<file path="src/rtl/entropy_collector.sv">
// entropy_collector
// Requester for the es_ entropy interface. Polls the entropy source with
// single-cycle es_entropy_req strobes, backs off after WAIT/BIST, gives up
// on DEAD or after RETRY_LIMIT consecutive non-ES16 polls, and packs SAMPLES
// 16-bit samples into one W-bit response word.
//
// Ports
//   g_clk, g_resetn      clock, asynchronous active-low reset
//   rq_valid/rq_ready    request for one W-bit word (accepted only in IDLE)
//   rs_valid/rs_ready    response handshake; rs_data/rs_error held until taken
//   rs_data [W-1:0]      random word, zero on error
//   rs_error             DEAD source or retry limit reached
//   es_entropy_req       poll strobe, high only in POLL
//   es_entropy_opst[1:0] 00 BIST, 01 ES16, 10 WAIT, 11 DEAD (sampled with req)
//   es_entropy_data[15:0] sample, valid with req when opst == ES16
//
// state   | meaning
// IDLE    | waiting for a request, rq_ready high
// POLL    | es_entropy_req high, status decoded this cycle
// BACKOFF | req low for WAIT_CYCLES cycles after WAIT/BIST
// DONE    | word delivered, waiting for rs_ready
// FAIL    | error response, waiting for rs_ready
module entropy_collector #(
  parameter int SAMPLES     = 2,
  parameter int WAIT_CYCLES = 4,
  parameter int RETRY_LIMIT = 64,
  localparam int W          = 16 * SAMPLES
) (
  input  logic         g_clk,
  input  logic         g_resetn,
  input  logic         rq_valid,
  output logic         rq_ready,
  output logic         rs_valid,
  input  logic         rs_ready,
  output logic [W-1:0] rs_data,
  output logic         rs_error,
  output logic         es_entropy_req,
  input  logic [1:0]   es_entropy_opst,
  input  logic [15:0]  es_entropy_data
);

  localparam logic [1:0] OPST_ES16 = 2'b01;
  localparam logic [1:0] OPST_DEAD = 2'b11;
  localparam logic [1:0] CNT_LAST  = 2'(SAMPLES - 1);
  localparam logic [7:0] RTY_LIM   = 8'(RETRY_LIMIT);
  localparam logic [7:0] BO_LOAD   = 8'(WAIT_CYCLES - 1);

  typedef enum logic [2:0] {
    S_IDLE,
    S_POLL,
    S_BACKOFF,
    S_DONE,
    S_FAIL
  } state_e;

  state_e       state_q, state_d;
  logic [1:0]   cnt_q, cnt_d;
  logic [7:0]   rty_q, rty_d;
  logic [7:0]   bo_q, bo_d;
  logic [W-1:0] acc_q, acc_d;
  logic [W-1:0] data_q, data_d;
  logic [W-1:0] acc_shift;

  // New sample enters at the top so the first sample ends up in [15:0].
  generate
    if (SAMPLES == 1) begin : g_single
      assign acc_shift = es_entropy_data;
    end else begin : g_multi
      assign acc_shift = {es_entropy_data, acc_q[W-1:16]};
    end
  endgenerate

  always_ff @(posedge g_clk or negedge g_resetn) begin
    if (!g_resetn) begin
      state_q <= S_IDLE;
      cnt_q   <= '0;
      rty_q   <= '0;
      bo_q    <= '0;
      acc_q   <= '0;
      data_q  <= '0;
    end else begin
      state_q <= state_d;
      cnt_q   <= cnt_d;
      rty_q   <= rty_d;
      bo_q    <= bo_d;
      acc_q   <= acc_d;
      data_q  <= data_d;
    end
  end

  always_comb begin
    state_d = state_q;
    cnt_d   = cnt_q;
    rty_d   = rty_q;
    bo_d    = bo_q;
    acc_d   = acc_q;
    data_d  = data_q;
    case (state_q)
      S_IDLE: begin
        if (rq_valid) begin
          cnt_d   = '0;
          rty_d   = '0;
          acc_d   = '0;
          state_d = S_POLL;
        end
      end
      S_POLL: begin
        if (es_entropy_opst == OPST_ES16) begin
          acc_d = acc_shift;
          rty_d = '0;
          if (cnt_q == CNT_LAST) begin
            data_d  = acc_shift;
            state_d = S_DONE;
          end else begin
            cnt_d = cnt_q + 2'd1;
          end
        end else if (es_entropy_opst == OPST_DEAD) begin
          acc_d   = '0;
          state_d = S_FAIL;
        end else begin
          rty_d = rty_q + 8'd1;
          if (rty_d == RTY_LIM) begin
            acc_d   = '0;
            state_d = S_FAIL;
          end else begin
            bo_d    = BO_LOAD;
            state_d = S_BACKOFF;
          end
        end
      end
      S_BACKOFF: begin
        if (bo_q == 8'd0) state_d = S_POLL;
        else              bo_d    = bo_q - 8'd1;
      end
      S_DONE: begin
        if (rs_ready) state_d = S_IDLE;
      end
      S_FAIL: begin
        if (rs_ready) state_d = S_IDLE;
      end
      default: state_d = S_IDLE;
    endcase
  end

  assign rq_ready       = (state_q == S_IDLE);
  assign es_entropy_req = (state_q == S_POLL);
  assign rs_valid       = (state_q == S_DONE) || (state_q == S_FAIL);
  assign rs_error       = (state_q == S_FAIL);
  assign rs_data        = (state_q == S_DONE) ? data_q : '0;

endmodule

</file>
<file path="config.mk">
export PLATFORM = sky130hd
export DESIGN_NAME = entropy_collector
export DESIGN_NICKNAME = d
export VERILOG_FILES = /design/src/rtl/entropy_collector.sv
export SDC_FILE = /design/constraint.sdc
export NUM_CORES = 1
export LEC_CHECK = 0
export CAP_MARGIN = 20
export CORE_ASPECT_RATIO = 0.7
export CORE_UTILIZATION = 56
export DETAILED_ROUTE_END_ITERATION = 10
export PLACE_DENSITY = 0.84
export SLEW_MARGIN = 25
export SYNTH_ARGS = -nofsm -noshare
export SYNTH_HDL_FRONTEND = slang
export SYNTH_SLANG_ARGS = --single-unit
</file>
<file path="constraint.sdc">
create_clock -name g_clk -period 4.56 [get_ports g_clk]
set_input_delay 0.684 -clock g_clk [delete_from_list [all_inputs] [get_ports g_clk]]
set_output_delay 0.684 -clock g_clk [all_outputs]
set_load 0.005 [all_outputs]
</file>
# == Word-level counts from Yosys, hierarchy flattened ==
# Index checks and enable logic that the tools add are counted.
# word_totals
n_memories,0
reg_bits,85
input_bits,22
ramBits,0
output_inout_bits,36
latch_bits,0
elab_cells,68
rom_bits,0
# classes
mul,0
reduce_logical,12
n_shift,0
bitwise_logic,0
n_eq_ne,20
n_addsub,3
div,0
mux,27
n_lt_le_gt_ge,0
# ops
op,count
32-bit two-way mux,5
32-bit case mux with 2 select lines,1
8-bit two-way mux,7
8-bit case mux with 2 select lines,2
3-bit two-way mux,7
"2-bit != test, second input constant",7
3-bit case mux with 4 select lines,1
3-bit AND reduction,3
"8-bit by 1-bit adder with 8-bit output, second input constant",1
"8-bit by 7-bit equality test with 1-bit output, second input constant",1
8-bit zero test,1
4-bit AND reduction,2
"8-bit by 1-bit subtractor with 8-bit output, second input constant",1
"3-bit by 2-bit equality test with 1-bit output, second input constant",2
2-bit two-way mux,3
5-bit AND reduction,1
"2-bit by 1-bit equality test with 1-bit output, second input constant",2
"2-bit by 1-bit != test with 1-bit output, second input constant",2
"4-bit by 1-bit != test with 1-bit output, second input constant",1
2-bit case mux with 2 select lines,1
2-bit nonzero test,2
"3-bit by 1-bit equality test with 1-bit output, second input constant",1
"3-bit equality test, second input constant",1
3-bit zero test,1
6 further kinds,6

# == Longest topological paths before layout ==
# Gate-level depths: netlist (run 1).
# depth
depth_word,6
depth_mapped,7
ltp_nobuf,7

# == Worst setup path after synthesis (run 1) ==
# No wires, ideal clock.
# synth_timing
path_kind,reg2reg
from,reg rty_q[0]
to,reg acc_q[16]
stages_incl_launch_ff,8
t_required_ns,4.439
period_less_slack_ns,2.268
arrival_ns,2.147
n_path_buf,1
slack_ns,2.292
setup_time_ns,0.121
path_cell_list,dfrtp_1 ha_1 or3b_1 a211o_1 a221o_1 a21bo_2 buf_6 a22o_1
# synth_via
elab_chain_len,4
# synth_lines
item,line,text
from (decl),58,"logic [7:0] rty_q, rty_d;"
from (signal assigned),84,rty_q <= rty_d;
8-bit by 1-bit adder with 8-bit output,121,rty_d = rty_q + 8'd1;
8-bit by 7-bit equality test with 1-bit output,122,if (rty_d == RTY_LIM) begin
4-bit by 1-bit != test with 1-bit output (no source line),n/a,
3-bit AND reduction (no source line),n/a,
to (signal assigned),79,acc_q <= '0;
to (signal assigned),86,acc_q <= acc_d;
to (decl),60,"logic [W-1:0] acc_q, acc_d;"
# Every way passes these cells.
# A chain may end at the register's enable or synchronous reset.

# == Worst setup path after layout (run 1) ==
# layout_timing
from,reg state_q[0]
to,out rs_data[0]
# layout_via
elab_chain_len,2
# layout_lines
item,line,text
from (decl),56,"state_e state_q, state_d;"
from (signal assigned),82,state_q <= state_d;
3-bit by 2-bit equality test with 1-bit output,149,assign rs_data = (state_q == S_DONE) ? data_q : '0;
32-bit two-way mux,149,
to (decl),35,"output logic [W-1:0] rs_data,"
# Every way passes these cells.

==> results of run 1 <==
==> metal layers <==
metal	track usage [%]	vias to the layer above
met5	0	-
met4	7.03	0
met3	7.52	4
met2	39.5	84
met1	33.1	1173
li1	-	1133
==> critical path, cell delays in order (launching register included) <==
cell and delay [ns]:
dfrtp_1 0.51, and3b_1 0.82, and2_1 0.24, clkdlybuf4s50_1 0.51
==> worst paths after layout <==
path | from | end | slack [ns] | depth (start not counted)
max in group asynchronous | g_resetn | data_q[28]$_DFFE_PN0P_ | 3.24 | 2
worst min register to register | cnt_q[0]$_DFFE_PN0P_ | cnt_q[0]$_DFFE_PN0P_ | 0.49 | 1
worst max-delay path | state_q[0]$_DFFE_PN0P_ | rs_data[0] | 1.45 | 3
worst min-delay path | g_resetn | rty_q[6]$_DFFE_PN0P_ | 0.39 | 1
worst max register to register | rty_q[0]$_DFFE_PN0P_ | acc_q[31]$_DFFE_PN0P_ | 2.06 | 6
min in group g_clk | cnt_q[0]$_DFFE_PN0P_ | cnt_q[0]$_DFFE_PN0P_ | 0.49 | 1
==> synth_stat cells, drive strengths merged (5+ instances only) <==
cell    number  area share (%)
dfrtp       69              54
nor2        14             1.6
nand2       17             2.0
and2        33             6.4
inv          6            0.70
clkbuf       6            0.70
buf          5            0.86
a22o        17             4.7
nand3        6            0.94
mux2        32              11
o21ai       19             3.0
nor3b        5             1.2
==> kinds of logic (layout without fill, tap and decap cells) <==
group | count (synthesis) | after routing
DFF | 69 | 69
AOI/OAI and AO/OA | 60 | 60
muxes | 34 | 34
adders and majority gates | 4 | 4
buffers and inverters | 17 | 82
and+or+nand+nor | 97 | 97
==> power groups by stage <==
stage / clock, uW / combinational [uW] / sequential [uW]
global placement: 0 / 466 / 861
finish: 503 / 486 / 861
detailed placement: 0 / 484 / 871
floorplan: 0 / 347 / 833
global route: 548 / 542 / 886
CTS: 516 / 487 / 862
==> flip-flops by register name, indices dropped and copies added, names as in the netlist <==
signal	flops
acc_q	16
cnt_q	2
state_q	3
bo_q	8
rty_q	8
data_q	32
==> cell type report <==
cell class / instances / area, sq um / area share (%)
Timing Repair Buffer: 60 / 588 / 14.6
Multi-Input combinational cell: 195 / 1400 / 34.7
Clock inverter: 6 / 71.3 / 1.77
Sequential cell: 69 / 1730 / 42.8
Clock buffer: 10 / 138 / 3.41
Inverter: 6 / 22.5 / 0.558
Tap cell: 72 / 90.1 / 2.23
==> through the flow <==
stage	power [uW]	util (%)	cell area [sq um]
final	1850	75.2	4040
after global routing	1980	75.2	4040
after CTS	1860	75.2	4040
after detailed placement	1350	71.4	3830
after global placement	1330	71.4	3830
after floorplan	1180	-	3200
==> flow_metrics.env, run 1 <==
export IMPL_port_buffers=57
export IMPL_final_layout_size_suffix_gt1_share_pct=16.2
export IMPL_synth_edf_count=0
export IMPL_worstSetupPathType="reg2out"
export IMPL_ant_nets=0
export IMPL_grt_pass1_wl_mm=11.2
export IMPL_critPathMaxFanout=33
export IMPL_async_flop_share_pct=100
export IMPL_hold_buffers=0
export IMPL_cts_setup_buffers=0
export IMPL_cts_root_buf="clkbuf_8"
export IMPL_p_comb_share_pct=26.3
export IMPL_fin_crit_ns=3.11
export IMPL_yosysUniqueCellTypes=39
export IMPL_globalRoute_totalOverflow=0
export IMPL_vias=2394
export IMPL_synthToLayoutAreaGrowth_pct=26.1
export IMPL_finalWeightedCongestion=0.833
export IMPL_outcome="finished clean"
export IMPL_internal_power_uw=1270
export IMPL_clkLatencyLatePin_ns=0.34
export IMPL_final_common_cell="dfrtp_1"
export IMPL_setup_worst_path_end_class="primary output"
export IMPL_synth_top_flop_cell="dfrtp_1"
export IMPL_syn_area_sq_um=3200
export IMPL_dp_hpwl_mm=4.46
export IMPL_hold_path_class="in2async"
export IMPL_finalCritPeriodShare_pct=68.2
export IMPL_p_switching_uw=585
export IMPL_boundaryPins=58
export IMPL_slew_headroom_pct=38.4
export IMPL_diodes=0
export IMPL_numCtsBuffers=9
export IMPL_die_y_microns=65.3
export IMPL_routed_via_density=5.73
export IMPL_setup_viol=0
export IMPL_cts_sinks=69
export IMPL_dieWidth_microns=92.4
export IMPL_final_cell_mix="dfrtp_1 (69), clkdlybuf4s50_1 (56), and2_1 (33)"
export IMPL_cts_resized_gates=0
export IMPL_coreArea_sq_um=5370
export IMPL_synth_top_family_by_area="simple AND/OR/NAND/NOR gates"
export IMPL_drt_initial_drc_count=136
export IMPL_routed_wl_mm=6.57
export IMPL_avgSynthCellArea_sq_um=11.4
export IMPL_max_freq_mhz=322
export IMPL_highest_layer="met4"
export IMPL_critical_path_required_ns=3.88
export IMPL_num_rows=22
export IMPL_fill_cells=368
export IMPL_drc=0
export IMPL_dr_wl_met2_mm=3.12
export IMPL_synth_nets=307
export IMPL_powerDensity_nw_per_um2=458
export IMPL_wl_met1_mm=3.03
export IMPL_yosys_area_share_simple_pct=16.7
export IMPL_seq_power_share_pct=46.5
export IMPL_power_clock_fraction_pct=27.2
export IMPL_grt_setup_unrepaired="false"
export IMPL_tightest_slew_ns=0.923
export IMPL_clock_path_buffers=2
export IMPL_switching_share_pct=31.6
export IMPL_worstPathArrival_ns=2.43
export IMPL_cts_tree="built"
export IMPL_wl_per_cell_microns=15.7
export IMPL_htreeDepth=3
export IMPL_instances_no_fill=418
export IMPL_synthAdderAreaFrac_pct=1.56
export IMPL_critPathLaunchType="flop"
export IMPL_max_cap_viol_count=0
export IMPL_clkTransAtPathRegs_ns=0.07
export IMPL_setup_slack_ns=1.45
export IMPL_antenna_found_initial=0
export IMPL_grt_usage_pct=24.8
export IMPL_met3_wirelength_microns=342
export IMPL_leakagePower_uw=0.00188
export IMPL_max_vdd_ir_drop_mv=0.335
export IMPL_grt_pass1_vias=2311
export IMPL_hold_viol=0
export IMPL_place_inst=402
export IMPL_netlist_instances=281
export IMPL_setup_tns_ns=0
export IMPL_initial_core_util_pct=59.7
export IMPL_fin_skew_ns=0.00444
export IMPL_drtPass1Iterations=5
export IMPL_synthXorXnorAreaFrac_pct=0
export IMPL_grt_max_degree=37
export IMPL_yosysWarnings=0
export IMPL_synth_mux_area_share_pct=11.9
export IMPL_synth_compound_area_share_pct=13.7
export IMPL_nNetsFinal=367
export IMPL_hold_ws_ns=0.394
export IMPL_die_area_sq_um=6030
export IMPL_seq_area_frac_synth_pct=53.9
export IMPL_synth_seq_cells=69
export IMPL_slew_violations=0
export IMPL_preCtsSetupSlack_ns=1.78
No activity file was read; power rests on OpenSTA's default activity.
==> run 2, diff against run 1 <==
- CORE_UTILIZATION: 56 -> 47
- PLACE_DENSITY: 0.84 -> 0.76
- clock period: 4.56 -> 2.6 ns (I/O delays scaled with it)
==> run 2 against run 1 <==
  * Sequential power rose by 77%
  * Hold slack improved by 0.10 ns
  * Core utilization fell by 11 points
  * Via count rose by 1.7%
  * Register-to-register slack got worse by 2.0 ns
  * Worst setup slack got worse by 1.4 ns
  * Sequential share of layout area fell by 0.65 points
  * Die area rose by 19%
  * Flip-flop and latch count did not move
  * Critical path type is now reg2reg
  * Critical endpoint is now acc_q[26]$_DFFE_PN0P_
  * Largest power group unchanged
==> flow_metrics.env, run 2 (synthesized netlist as in run 1, its figures left out) <==
export IMPL_outcome="finished clean"
export IMPL_critical_path_max_stage_delay_ns=0.45
export IMPL_die_area_sq_um=7150
export IMPL_antenna_found_initial=0
export IMPL_clkLatencyLatePin_ns=0.34
export IMPL_tightest_slew_ns=0.555
export IMPL_top_regs="data_q x32, acc_q x16"
export IMPL_setup_slack_ns=0.0988
export IMPL_synthToLayoutAreaGrowth_pct=28.2
export IMPL_routed_wl_mm=7.03
export IMPL_slew_violations=0
export IMPL_grt_pass1_vias=2385
export IMPL_placed_cell_area_sq_um=3900
export IMPL_setup_viol=0
export IMPL_max_vdd_ir_drop_mv=0.381
export IMPL_top_register="data_q"
export IMPL_routed_via_density=5.51
export IMPL_wl_per_cell_microns=15.9
export IMPL_slowest_stage="a221o_1"
export IMPL_hold_viol=0
export IMPL_leakagePower_uw=0.00191
export IMPL_critical_path_required_ns=2.83
export IMPL_fill_cells=509
export IMPL_final_common_cell="dfrtp_1"
export IMPL_drt_initial_drc_count=123
export IMPL_setup_tns_ns=0
export IMPL_initial_core_util_pct=50.1
export IMPL_critPathMaxFanout=16
export IMPL_dp_hpwl_mm=4.76
export IMPL_coreArea_sq_um=6400
export IMPL_boundaryPins=58
export IMPL_clock_path_buffers=2
export IMPL_dieWidth_microns=101
export IMPL_grt_usage_pct=22.2
export IMPL_finalWeightedCongestion=0.857
export IMPL_grt_pass1_wl_mm=11.8
export IMPL_preCtsSetupSlack_ns=0.145
export IMPL_numCtsBuffers=9
export IMPL_fin_skew_ns=0.00808
export IMPL_postLayoutCellArea_sq_um=4100
export IMPL_worstPathArrival_ns=2.73
export IMPL_final_layout_size_suffix_gt1_share_pct=17.1
export IMPL_hold_path_class="reg2reg"
export IMPL_register_area_sq_um=1730
export IMPL_powerDensity_nw_per_um2=792
export IMPL_num_rows=24
export IMPL_final_cell_mix="dfrtp_1 (68), clkdlybuf4s50_1 (56), and2_1 (33)"
export IMPL_cts_tree="built"
export IMPL_drc=0
export IMPL_critPathLaunchType="flop"
export IMPL_multi_input_area_sq_um=1410
export IMPL_slew_headroom_pct=62.9
export IMPL_port_buffers=57
export IMPL_fin_crit_ns=2.50
export IMPL_largest_reg_flops=32
export IMPL_worstSetupPathType="reg2reg"
export IMPL_grt_max_degree=33
export IMPL_htreeDepth=3
export IMPL_path_buf_inv=0
export IMPL_max_cap_viol_count=0
export IMPL_diodes=0
export IMPL_max_freq_mhz=400
export IMPL_globalRoute_totalOverflow=0
export IMPL_die_y_microns=71.1
export IMPL_drtPass1Iterations=5
export IMPL_finalCritPeriodShare_pct=96.2
export IMPL_clkTransAtPathRegs_ns=0.07
export IMPL_nNetsFinal=372
export IMPL_grt_setup_unrepaired="false"
export IMPL_cp_cell_sequence="ha_1 -> or3b_1 -> a211o_1 -> a221o_1 -> a21bo_2 -> a22o_1"
export IMPL_ant_nets=0
export IMPL_cts_root_buf="clkbuf_8"
export IMPL_path_delay_family="compound AO/OA/AOI/OAI gates"
export IMPL_cts_sinks=69
export IMPL_vias=2434
export IMPL_setup_worst_path_end_class="flop"
-- run 2: final cells by class --
cell class / count / share of cell area [%]
Inverter: 6 / 0.549
Timing Repair Buffer: 65 / 15.6
Clock inverter: 4 / 1.16
Tap cell: 91 / 2.77
Multi-Input combinational cell: 195 / 34.3
Sequential cell: 69 / 42.1
Clock buffer: 12 / 3.54
-- run 2: through the flow --
stage / hold slack [ns] / total power (uW) / std cells / utilization [%]
after floorplan: 0.0944 / 2070 / 281 / -
after global placement: 0.348 / 2350 / 425 / 60.9
after detailed placement: 0.353 / 2400 / 425 / 60.9
after CTS: 0.495 / 3270 / 442 / 64.1
after global routing: 0.510 / 3470 / 442 / 64.2
final: 0.494 / 3250 / 442 / 64.2
-- run 2: what timing repair did --
item / in CTS / in global routing
hold buffers: 1 / 0
resized for setup: 0 / 2
endpoints found under the hold margin: 15 / 0
setup endpoints to repair: 0 / 23
buffers inserted: 0 / 0
-- run 2: power by group --
| part | total (uW) | internal [uW] | leakage [uW] | switching, uW |
|---|---|---|---|---|
| registers | 1520 | 1330 | 0.000933 | 187 |
| logic | 873 | 436 | 0.000878 | 437 |
| clock network | 858 | 467 | 0.0000964 | 391 |
| total | 3250 | 2230 | 0.00191 | 1020 |
-- run 2: layer usage --
metal	track usage, %	vias to the layer above	part of all wire (%)
met5	0	-	0
met4	6.28	0	0.48
met3	7.81	2	6.4
met2	33.7	83	46
met1	30.3	1202	47
li1	-	1147	-
-- run 2: path summary, 6_finish.rpt --
kind | from | to | slack, ns | cells after the start
max | rty_q[0]$_DFFE_PN0P_ | acc_q[26]$_DFFE_PN0P_ | 0.1 | 6
min | acc_q[16]$_DFFE_PN0P_ | acc_q[16]$_DFFE_PN0P_ | 0.49 | 1
max reg2reg | rty_q[0]$_DFFE_PN0P_ | acc_q[26]$_DFFE_PN0P_ | 0.1 | 6
min reg2reg | acc_q[16]$_DFFE_PN0P_ | acc_q[16]$_DFFE_PN0P_ | 0.49 | 1
max in group asynchronous | g_resetn | data_q[11]$_DFFE_PN0P_ | 1.37 | 3
min in group asynchronous | g_resetn | data_q[22]$_DFFE_PN0P_ | 0.52 | 2
==> run 3, diff against run 2 <==
- ABC_AREA: default -> 1
- PLACE_DENSITY: 0.76 -> 0.75
==> run 3 against run 2 <==
  * Via count is 11% higher
  * Worst setup slack better by 0.18 ns
  * Hold slack worse by 0.46 ns
  * Clock-buffer cell count is 2 lower
  * Die area is 2.3% higher
  * Sequential power is 12% higher
  * Combinational power is 87% higher
  * Critical path type is now reg2out
  * Highest routed layer unchanged
==> flow_metrics.env, run 3 <==
export IMPL_outcome="finished clean"
export IMPL_syn_area_sq_um=3280
export IMPL_slew_headroom_pct=61.4
export IMPL_synthTopCellsByCount="nand2_1 (118), dfrtp_1 (69), inv_1 (54)"
export IMPL_die_y_microns=71.9
export IMPL_cts_root_buf="clkbuf_8"
export IMPL_synth_seq_cells=69
export IMPL_max_vdd_ir_drop_mv=0.565
export IMPL_globalRoute_totalOverflow=0
export IMPL_cts_sinks=69
export IMPL_routed_wl_mm=7.08
export IMPL_top_regs="data_q x32, acc_q x16"
export IMPL_cts_setup_buffers=0
export IMPL_r2r_start="rty_q[0]$_DFFE_PN0P_"
export IMPL_internal_power_uw=2580
export IMPL_slew_violations=0
export IMPL_port_buffers=57
export IMPL_antenna_found_initial=0
export IMPL_grt_setup_unrepaired="false"
export IMPL_top_register="data_q"
export IMPL_hold_path_class="in2async"
export IMPL_max_cap_viol_count=0
export IMPL_cts_resized_gates=0
export IMPL_leakagePower_uw=0.00198
export IMPL_finish_utilization_pct=61.1
export IMPL_clock_path_buffers=2
export IMPL_yosysUniqueCellTypes=34
export IMPL_final_cell_mix="nand2_1 (118), dfrtp_1 (69), clkdlybuf4s50_1 (56)"
export IMPL_coreArea_sq_um=6760
export IMPL_max_freq_mhz=430
export IMPL_finalWeightedCongestion=0.814
export IMPL_switching_share_pct=38.2
export IMPL_netlist_instances=401
export IMPL_finalCritPeriodShare_pct=89.4
export IMPL_crit_start="state_q[2]$_DFFE_PN0P_"
export IMPL_fin_skew_ns=0.0129
export IMPL_worst_path_most_repeated_cell="nor2_1"
export IMPL_path_buf_inv=2
export IMPL_ant_nets=0
export IMPL_drtPass1Iterations=4
export IMPL_setup_tns_ns=0
export IMPL_setup_worst_path_end="rs_data[11]"
export IMPL_setup_viol=0
export IMPL_clkLatencyLatePin_ns=0.35
export IMPL_r2r_end="acc_q[18]$_DFFE_PN0P_"
export IMPL_hold_viol=0
export IMPL_placed_cell_area_sq_um=3940
export IMPL_largest_reg_flops=32
export IMPL_seq_power_share_pct=40.6
export IMPL_hold_ws_ns=0.0310
export IMPL_num_rows=25
export IMPL_grt_pass1_vias=2602
export IMPL_path_delay_family="buffers and inverters"
export IMPL_htreeDepth=3
export IMPL_synth_top_area_share_pct=52.7
export IMPL_powerDensity_nw_per_um2=1010
export IMPL_tightest_slew_ns=0.575
export IMPL_postLayoutCellArea_sq_um=4130
export IMPL_worstSetupPathType="reg2out"
export IMPL_die_area_sq_um=7320
export IMPL_final_common_cell="nand2_1"
export IMPL_cts_tree="built"
export IMPL_cp_cell_sequence="nor2_1 -> nand2_1 -> buf_4 -> nor2_1 -> clkdlybuf4s50_1"
export IMPL_grt_pass1_wl_mm=12.1
export IMPL_critical_path_required_ns=2.21
export IMPL_p_switching_uw=1600
export IMPL_crit_cells=5
export IMPL_wl_per_cell_microns=12.6
export IMPL_synth_edf_count=0
export IMPL_yosysWarnings=0
export IMPL_critPathLaunchType="flop"
export IMPL_grt_max_degree=49
export IMPL_fin_crit_ns=2.32
export IMPL_grt_usage_pct=22.0
export IMPL_drc=0
export IMPL_clkTransAtPathRegs_ns=0.07
export IMPL_r2r_cells=11
export IMPL_slowest_stage="clkdlybuf4s50_1"
export IMPL_async_flop_share_pct=100
export IMPL_ys_top_cells_by_area="dfrtp_1 (53%), nand2_1 (14%), inv_1 (6.2%)"
export IMPL_yosysMostFrequentCell="nand2_1"
export IMPL_p_comb_share_pct=39.1
export IMPL_dieWidth_microns=102
export IMPL_diodes=0
export IMPL_setup_worst_path_end_class="primary output"
export IMPL_drt_initial_drc_count=146
export IMPL_final_layout_size_suffix_gt1_share_pct=7.07
export IMPL_power_clock_fraction_pct=20.3
export IMPL_critPathMaxFanout=33
export IMPL_synth_nets=427
export IMPL_dp_hpwl_mm=4.79
export IMPL_critical_path_max_stage_delay_ns=0.52
export IMPL_nNetsFinal=488
export IMPL_worstPathArrival_ns=1.93
export IMPL_synthToLayoutAreaGrowth_pct=26.0
export IMPL_rrSetupSlack_ns=0.68
export IMPL_yosys_area_top_type="dfrtp_1"
export IMPL_vias=2707
export IMPL_boundaryPins=58
export IMPL_synth_top_flop_cell="dfrtp_1"
export IMPL_routed_via_density=4.83
export IMPL_seq_area_frac_synth_pct=52.7
export IMPL_numCtsBuffers=9
export IMPL_avgSynthCellArea_sq_um=8.17
export IMPL_initial_core_util_pct=48.5
export IMPL_hold_buffers=0
run 3: changes by cell type in the layout (fill, tap and decap cells not counted), sizes merged, moves of 19 or more:
cell and change:
and2 -31, o22ai +19, inv +51, mux2 -32, nor2 +40, nand2 +105
run 3: worst min-delay path by stage:
stage / endpoint / slack (ns) / cells past startpoint
finish: data_q[5]$_DFFE_PN0P_ / 0.03 / 1
global route: data_q[5]$_DFFE_PN0P_ / 0.06 / 1
CTS: data_q[5]$_DFFE_PN0P_ / 0.04 / 1
detailed placement: data_q[5]$_DFFE_PN0P_ / 0.42 / 1
global placement: data_q[5]$_DFFE_PN0P_ / 0.43 / 1
floorplan: acc_q[16]$_DFFE_PN0P_ / 0.09 / 0
run 3: worst register-to-register path: cells and delay by family, from the launching register on:
kind,cells,cell delay [ns]
flops,1,0.41
simple gates,10,1.16
fa+ha+maj,1,0.24
run 3: through the flow:
| stage | worst slack [ns] | power [uW] | instances |
|---|---|---|---|
| floorplan | 0.955 | 2790 | 401 |
| global placement | 0.462 | 3280 | 545 |
| detailed placement | 0.370 | 3360 | 545 |
| CTS | 0.255 | 4220 | 561 |
| global route | 0.138 | 4510 | 561 |
| finish | 0.277 | 4180 | 561 |
run 3: routing by layer:
layer  global-route usage, %  vias up  part of all wire, %
met4                    7.62        0                  1.5
met5                       0        -                    0
met2                    33.9       61                   46
met3                    5.56       11                  4.1
met1                    30.4     1255                   48
li1                        -     1380                    -
run 3: area by class of cell:
class	count	area, sq um
well taps	94	118
flip-flops and latches	69	1730
clock buffers	10	128
clock inverters	6	63.8
fillers	632	2630
repair buffers	61	621
multi-input cells	262	1250
inverters	59	221
run 3: cell families (layout without fill, tap and decap cells):
kind of cell / after synthesis / after routing / synth area share [%]
AOI/OAI and AO/OA: 52 / 52 / 9.50
xor gates and xnor gates: 4 / 4 / 1.07
adders and majority gates: 4 / 4 / 1.53
buffers and inverters: 70 / 136 / 9.24
DFF: 69 / 69 / 52.7
muxes: 1 / 1 / 0.305
and+or+nand+nor: 201 / 201 / 25.7
run 3: power by group through the flow:
| stage | clock network [uW] | registers (uW) | logic (uW) |
|---|---|---|---|
| floorplan | 0 | 1660 | 1130 |
| global placement | 0 | 1700 | 1590 |
| detailed placement | 0 | 1710 | 1640 |
| CTS | 869 | 1700 | 1650 |
| global route | 916 | 1750 | 1850 |
| finish | 850 | 1700 | 1630 |
